### src/rtl/data_break_ctrl.sv
`default_nettype none
// ============================================================================
// Module   : data_break_ctrl
// Purpose  : Single-word DMA data-break sequencer between a disk controller
//            and the CPU major-state machine (DB1/DB2 cycle stealing).
// Revision : 1.0 - initial release
// ============================================================================
module data_break_ctrl #(
    parameter int         TIMEOUT = 1023,
    parameter logic [4:0] DB1     = 5'd6,
    parameter logic [4:0] DB2     = 5'd7
) (
    input  logic        clk,
    input  logic        reset,
    input  logic        clear,
    input  logic [4:0]  state,
    input  logic        dma_req,
    input  logic        dma_rd,
    input  logic        dma_wr,
    input  logic [0:14] dma_addr,
    input  logic [0:11] dma_dout,
    input  logic [0:11] mem_rdata,
    output logic        dma_gnt,
    output logic [0:11] dma_din,
    output logic        data_break,
    output logic [0:14] break_addr,
    output logic [0:11] break_data,
    output logic        to_mem,
    output logic        busy,
    output logic        err
);

    typedef enum logic [1:0] {
        IDLE   = 2'd0,
        REQ    = 2'd1,
        ACTIVE = 2'd2,
        DONE   = 2'd3
    } state_t;

    localparam logic [9:0] c_timeout = 10'(TIMEOUT);

    state_t      r_state;
    logic [9:0]  r_cnt;
    logic        r_gnt;
    logic [0:11] r_din;
    logic        r_break;
    logic [0:14] r_addr;
    logic [0:11] r_data;
    logic        r_to_mem;
    logic        r_busy;
    logic        r_err;

    logic [9:0]  w_cnt_inc;

    assign w_cnt_inc = r_cnt + 10'd1;

    always_ff @(posedge clk or posedge reset) begin
        if (reset) begin
            r_state  <= IDLE;
            r_cnt    <= 10'd0;
            r_gnt    <= 1'b0;
            r_din    <= 12'o0000;
            r_break  <= 1'b0;
            r_addr   <= 15'o00000;
            r_data   <= 12'o0000;
            r_to_mem <= 1'b0;
            r_busy   <= 1'b0;
            r_err    <= 1'b0;
        end else if (clear) begin
            r_state  <= IDLE;
            r_cnt    <= 10'd0;
            r_gnt    <= 1'b0;
            r_din    <= 12'o0000;
            r_break  <= 1'b0;
            r_addr   <= 15'o00000;
            r_data   <= 12'o0000;
            r_to_mem <= 1'b0;
            r_busy   <= 1'b0;
            r_err    <= 1'b0;
        end else begin
            r_gnt <= 1'b0;
            case (r_state)
                IDLE: begin
                    if (dma_req) begin
                        if (dma_rd ^ dma_wr) begin
                            r_addr   <= dma_addr;
                            r_data   <= dma_dout;
                            r_to_mem <= dma_wr;
                            r_break  <= 1'b1;
                            r_cnt    <= 10'd0;
                            r_busy   <= 1'b1;
                            r_state  <= REQ;
                        end else begin
                            r_err <= 1'b1;
                        end
                    end
                end
                REQ, ACTIVE: begin
                    r_cnt <= w_cnt_inc;
                    // DB2 wins over timeout: the word has actually moved.
                    if (state == DB2) begin
                        if (!r_to_mem) begin
                            r_din <= mem_rdata;
                        end
                        r_break <= 1'b0;
                        r_gnt   <= 1'b1;
                        r_state <= DONE;
                    end else if (w_cnt_inc == c_timeout) begin
                        r_din   <= 12'o0000;
                        r_break <= 1'b0;
                        r_err   <= 1'b1;
                        r_gnt   <= 1'b1;
                        r_state <= DONE;
                    end else if (r_state == REQ && state == DB1) begin
                        r_state <= ACTIVE;
                    end
                end
                DONE: begin
                    if (!dma_req) begin
                        r_busy  <= 1'b0;
                        r_state <= IDLE;
                    end
                end
                default: begin
                    r_state <= IDLE;
                end
            endcase
        end
    end

    assign dma_gnt    = r_gnt;
    assign dma_din    = r_din;
    assign data_break = r_break;
    assign break_addr = r_addr;
    assign break_data = r_data;
    assign to_mem     = r_to_mem;
    assign busy       = r_busy;
    assign err        = r_err;

endmodule
`default_nettype wire

### config.mk
export PLATFORM = sky130hd
export DESIGN_NAME = data_break_ctrl
export DESIGN_NICKNAME = d
export VERILOG_FILES = /design/src/rtl/data_break_ctrl.sv
export SDC_FILE = /design/constraint.sdc
export NUM_CORES = 1
export LEC_CHECK = 0
export BUFFER_PORTS_ARGS = -buffer_cell sky130_fd_sc_hd__clkbuf_2
export CAP_MARGIN = 40
export CORE_UTILIZATION = 53
export DETAILED_ROUTE_END_ITERATION = 10
export PLACE_DENSITY = 0.86
export SLEW_MARGIN = 15
export SYNTH_ARGS = -nofsm -noshare
export SYNTH_HDL_FRONTEND = slang
export SYNTH_SLANG_ARGS = --single-unit
### constraint.sdc
create_clock -name clk -period 7 [get_ports clk]
set_input_delay 1.05 -clock clk [delete_from_list [all_inputs] [get_ports clk]]
set_output_delay 1.05 -clock clk [all_outputs]
set_load 0.005 [all_outputs]
[Word level (Yosys, flattened, before mapping)]
Cells that the tools add are included.
Word-level totals
  register bits: 56
  latch bits: 0
  RAM bits: 0
  memory bits (read-only): 0
  input bits: 50
  output and inout bits: 44
  memories: 0
Cells by class
  add/subtract/negate cells: 1
  multiply operators: 0
  divide/modulo/power cells: 0
  magnitude comparators: 0
  equality and inequality tests: 15
  shifts and indexed selects: 0
  mux-type cells: 48
  bitwise operators: 1
  reduce and logical (&&, ||, !) cells: 17
Operator list (number)
  two-way mux 12 bit: 9
  two-way mux 15 bit: 4
  two-way mux 10 bit: 3
  inequality test 3 bit, second input constant: 7
  two-way mux 1 bit: 20
  case mux 10 bit (2 select lines): 1
  two-way mux 2 bit: 7
  AND reduction 4 bit: 3
  adder 10 x 1 -> 10 bit, second input constant: 1
  equality test 10 bit, second input constant: 1
  equality test 5 x 3 -> 1 bit, second input constant: 2
  AND reduction 3 bit: 3
  nonzero test 3 bit: 3
  nonzero test 2 bit: 4
  case mux 1 bit (2 select lines): 3
  case mux 2 bit (3 select lines): 1
  inequality test 5 bit, second input constant: 1
  AND reduction 5 bit: 1
  equality test 2 bit, second input constant: 2
  inequality test 4 bit, second input constant: 1
  equality test 2 x 1 -> 1 bit, second input constant: 1
  logical NOT 2 bit: 1
  OR reduction 2 bit: 1
  logical AND 1 bit: 1
  bitwise XOR 1 bit: 1

[Depth between registers and ports, before layout]
  depth in word-level cells: 7
  mapped depth: 9

[Worst setup path before layout]
OpenSTA, ideal clock, no wires.
  kind: input-to-reg
  start: input state[3]
  end: register r_din, in the netlist dma_din[0]
  data arrival time: 2.232 ns
  path slack: 4.647 ns
  stages: 6
  path through: nor3_1 > nand2_1 > mux2i_1 > o31a_1 > buf_6 > a22o_1
On the way
  word-level cells in the longest chain between the ends: 4
  elaborated cells between the ends (all ways): 7
  those cells by class: 2 x eq/ne; 3 x mux; 2 x reduce/logical
Ends and longest elaborated chain
  start, declared: RTL line 16  | input logic [4:0] state,
  equality test 5 x 3 -> 1 bit *: RTL line 101  | if (state == DB2) begin
  two-way mux 12 bit: RTL line 101
  two-way mux 12 bit: RTL line 82  | case (r_state)
  two-way mux 12 bit: RTL line 69  | end else if (clear) begin
  end signal, assigned: RTL line 103  | r_din <= mem_rdata;
  end, declared: RTL line 45  | logic [0:11] r_din;
Every way passes the cells marked *; elsewhere a longest branch is shown, timed or not. The select of a mux whose other input is x is not followed.
A chain may end at the register's enable or synchronous reset.

[Worst setup path after layout]
  start: input clear
  end: register r_din, in the netlist dma_din[5]
On the way
  word-level cells in the longest chain between the ends: 2
  elaborated cells between the ends (all ways): 5
  those cells by class: 1 x eq/ne; 1 x mux; 3 x reduce/logical
Ends and longest elaborated chain
  start, declared: RTL line 15  | input logic clear,
  inequality test 3 bit (no line) (tied with other cells)
  AND reduction 3 bit (no line)
Parallel ways exist; a longest one is shown, timed or not.

==> qor.yml <==
synth_seq_cells: 56
cts_tree: "built"
internal-power_mw: 0.449
avgSynthCellArea_um2: 9.26
hp-class: "reg2reg"
grtUsageMet1: 0.292
p_comb_frac: 0.155
portBuffers: 93
drv_slew: 0
clkPwrFrac: 0.282
dpl.hpwl_mm: 3.80
antenna_found_initial: 0
dieArea_um2: 5160
cts_inserted_buffers: 5
areaGrowthSynthToFinish_pct: 22.2
status: "finished clean"
critPathLaunchType: "primary input"
slew_headroom: 0.518
grt_busiest_layer: "met2"
grt_pass1_vias: 2100
cts_max_level: 2
ys_warn_count: 0
min_period_ns: 2.60
synthFlopType: "dfrtp_1"
async_flop_share: 1.00
layout_common_cells: "clkbuf_2 (93), nand2_1 (71), dfrtp_1 (56)"
sequentialPowerShare: 0.563
nFillCells: 371
post_cts_resized: 0
cts-root-buf: "clkbuf_8"
dp.cells: 413
max_stage_delay_ns: 0.56
clock_path_buffers: 2
nNetsFinal: 421
final_common_cell: "clkbuf_2"
grt_pass1_wl_mm: 9.03
grtUsageTotal: 0.224
synth_cell_types: 40
postCtsSetupBuffers: 0
irDropWorstVdd_mv: 0.138
grtUsageMet2: 0.362
initial_core_util: 0.550
syn_nets: 334
cts_hold_buf: 0
via_per_inst: 5.36
use_met3: 0.0534
wire_per_inst_um: 12.9
p_total_mw: 0.622
p_leak_nw: 1.58
synth_top_area_frac: 0.543
boundaryPins: 94
cts.sinks: 56
finalWeightedCongestion: 0.860
wl_mm: 5.43
synth.cell_area_um2: 2580
clkTransAtPathRegs_ns: 0.10
holdWs_ns: 0.516
cp_slowest_cell: "nor3_1"
grt_overflow_total: 0
std_cell_rows: 25
maxCapViolations: 0
drc: 0
cp-end-kind: "flop"
synth.area.top_cells: "dfrtp_1 (54%), nand2_1 (10%), a21oi_1 (6.6%)"
grt_start_max_net_pins: 57
worstSetupPathType: "in2reg"
yosys.area.top_type: "dfrtp_1"
finalCritPeriodShare: 0.372
die_y_um: 71.8
drive_gt1_frac: 0.297
p_switching_mw: 0.173
r2r_slack_ns: 4.60
required_ns: 7.25
syn_inst: 279
cellPowerDensity_nw_per_um2: 197
pre_cts_ws_ns: 4.11
fp.coreArea_um2: 4690
cp.arrival_ns: 2.85
final_cells: 421
diodes: 0
worst_pin_slew_ns: 0.717
final_hold_viol_count: 0
worst_clock_skew_ns: 0.0100
fmax_mhz: 384
worst_slack_ns: 4.40
tns_ns: 0
setup_violations: 0
cp_max_fo: 34
vias: 2257
synth_edf_count: 0
ys_seq_area_frac: 0.543
rsz0062_at_grt: "no"
clk_latency_ns: 0.31
p_sw_frac: 0.278
die-width_um: 71.8
drtIter0Drc: 150
crit_chain: "clkbuf_2 > inv_1 > nand2_1 > nor3_1 > buf_2 > a22o_1"
firstDrtPassIters: 4
final_antenna_net_count: 0
[sequential cells by signal, summed over array words and instances, names as in the netlist]
| signal | flops |
|---|---|
| to_mem | 1 |
| r_state | 2 |
| err | 1 |
| data_break | 1 |
| break_addr | 15 |
| r_cnt | 10 |
| busy | 1 |
| dma_gnt | 1 |
| dma_din | 12 |
| break_data | 12 |
[cell type report]
class / count / area [um2] / area share
Clock buffer: 5 / 68.8 / 0.0218
Clock inverter: 3 / 21.3 / 0.00674
Inverter: 11 / 41.3 / 0.0131
Multi-Input combinational cell: 195 / 1060 / 0.337
Sequential cell: 56 / 1400 / 0.444
Tap cell: 54 / 67.6 / 0.0214
Timing Repair Buffer: 97 / 490 / 0.155
[cells in the mapped netlist, types with 2 or more instances]
cell       n
nor3_1     3
nand3_1    8
o21ai_0   16
nand2_1   71
a22o_1    13
xnor2_1    2
inv_1     11
ha_1       5
o31ai_1    4
clkbuf_1  12
a21oi_1   34
and3_1     2
xor2_1     3
buf_2      2
a31oi_1    3
nor2_1     9
nand4_1    2
dfrtp_1   56
a41o_1     2
[kinds of logic after synthesis]
family                     count (synthesis)  synth area share
AOI/OAI and AO/OA                         83             0.203
xor gates and xnor gates                   5            0.0170
adders and majority gates                  5            0.0242
buffers and inverters                     28            0.0460
DFF                                       56             0.543
muxes                                      1           0.00388
and+or+nand+nor                          101             0.164
[final timing paths]
check / start / endpoint / depth (start not counted)
setup reg to reg: r_cnt[0] / dma_din[11] / 6
hold reg to reg: dma_din[9] / dma_din[9] / 1
setup / recovery: clear / dma_din[5] / 6
max in group asynchronous: reset / dma_gnt / 3
min in group asynchronous: reset / break_addr[0] / 3
hold / removal: dma_din[9] / dma_din[9] / 1
[through the flow]
| stage | util | instance area (um2) |
|---|---|---|
| floorplan | - | 2580 |
| global placement | 0.651 | 3060 |
| detailed placement | 0.653 | 3070 |
| CTS | 0.673 | 3160 |
| global route | 0.673 | 3160 |
| finish | 0.673 | 3160 |
[worst max-delay path, delay by kind of cell]
kind / cells / cell delay [ns]
buf+inv: 3 / 0.95
simple gates: 2 / 0.70
compound gates: 1 / 0.14
[power groups by stage]
stage | combinational, mW | sequential, mW | clock [mW]
6_report | 0.0965 | 0.350 | 0.175
5_1_grt | 0.110 | 0.352 | 0.193
4_1_cts | 0.0976 | 0.350 | 0.182
3_5_place_dp | 0.0972 | 0.356 | 0
3_3_place_gp | 0.0944 | 0.356 | 0
2_1_floorplan | 0.0554 | 0.356 | 0
[layer usage]
metal	share of wire	routed length (um)
met5	0	0
met4	0.014	78
met3	0.045	245
met2	0.46	2520
met1	0.48	2590
Power figures use the tool's default switching activity.
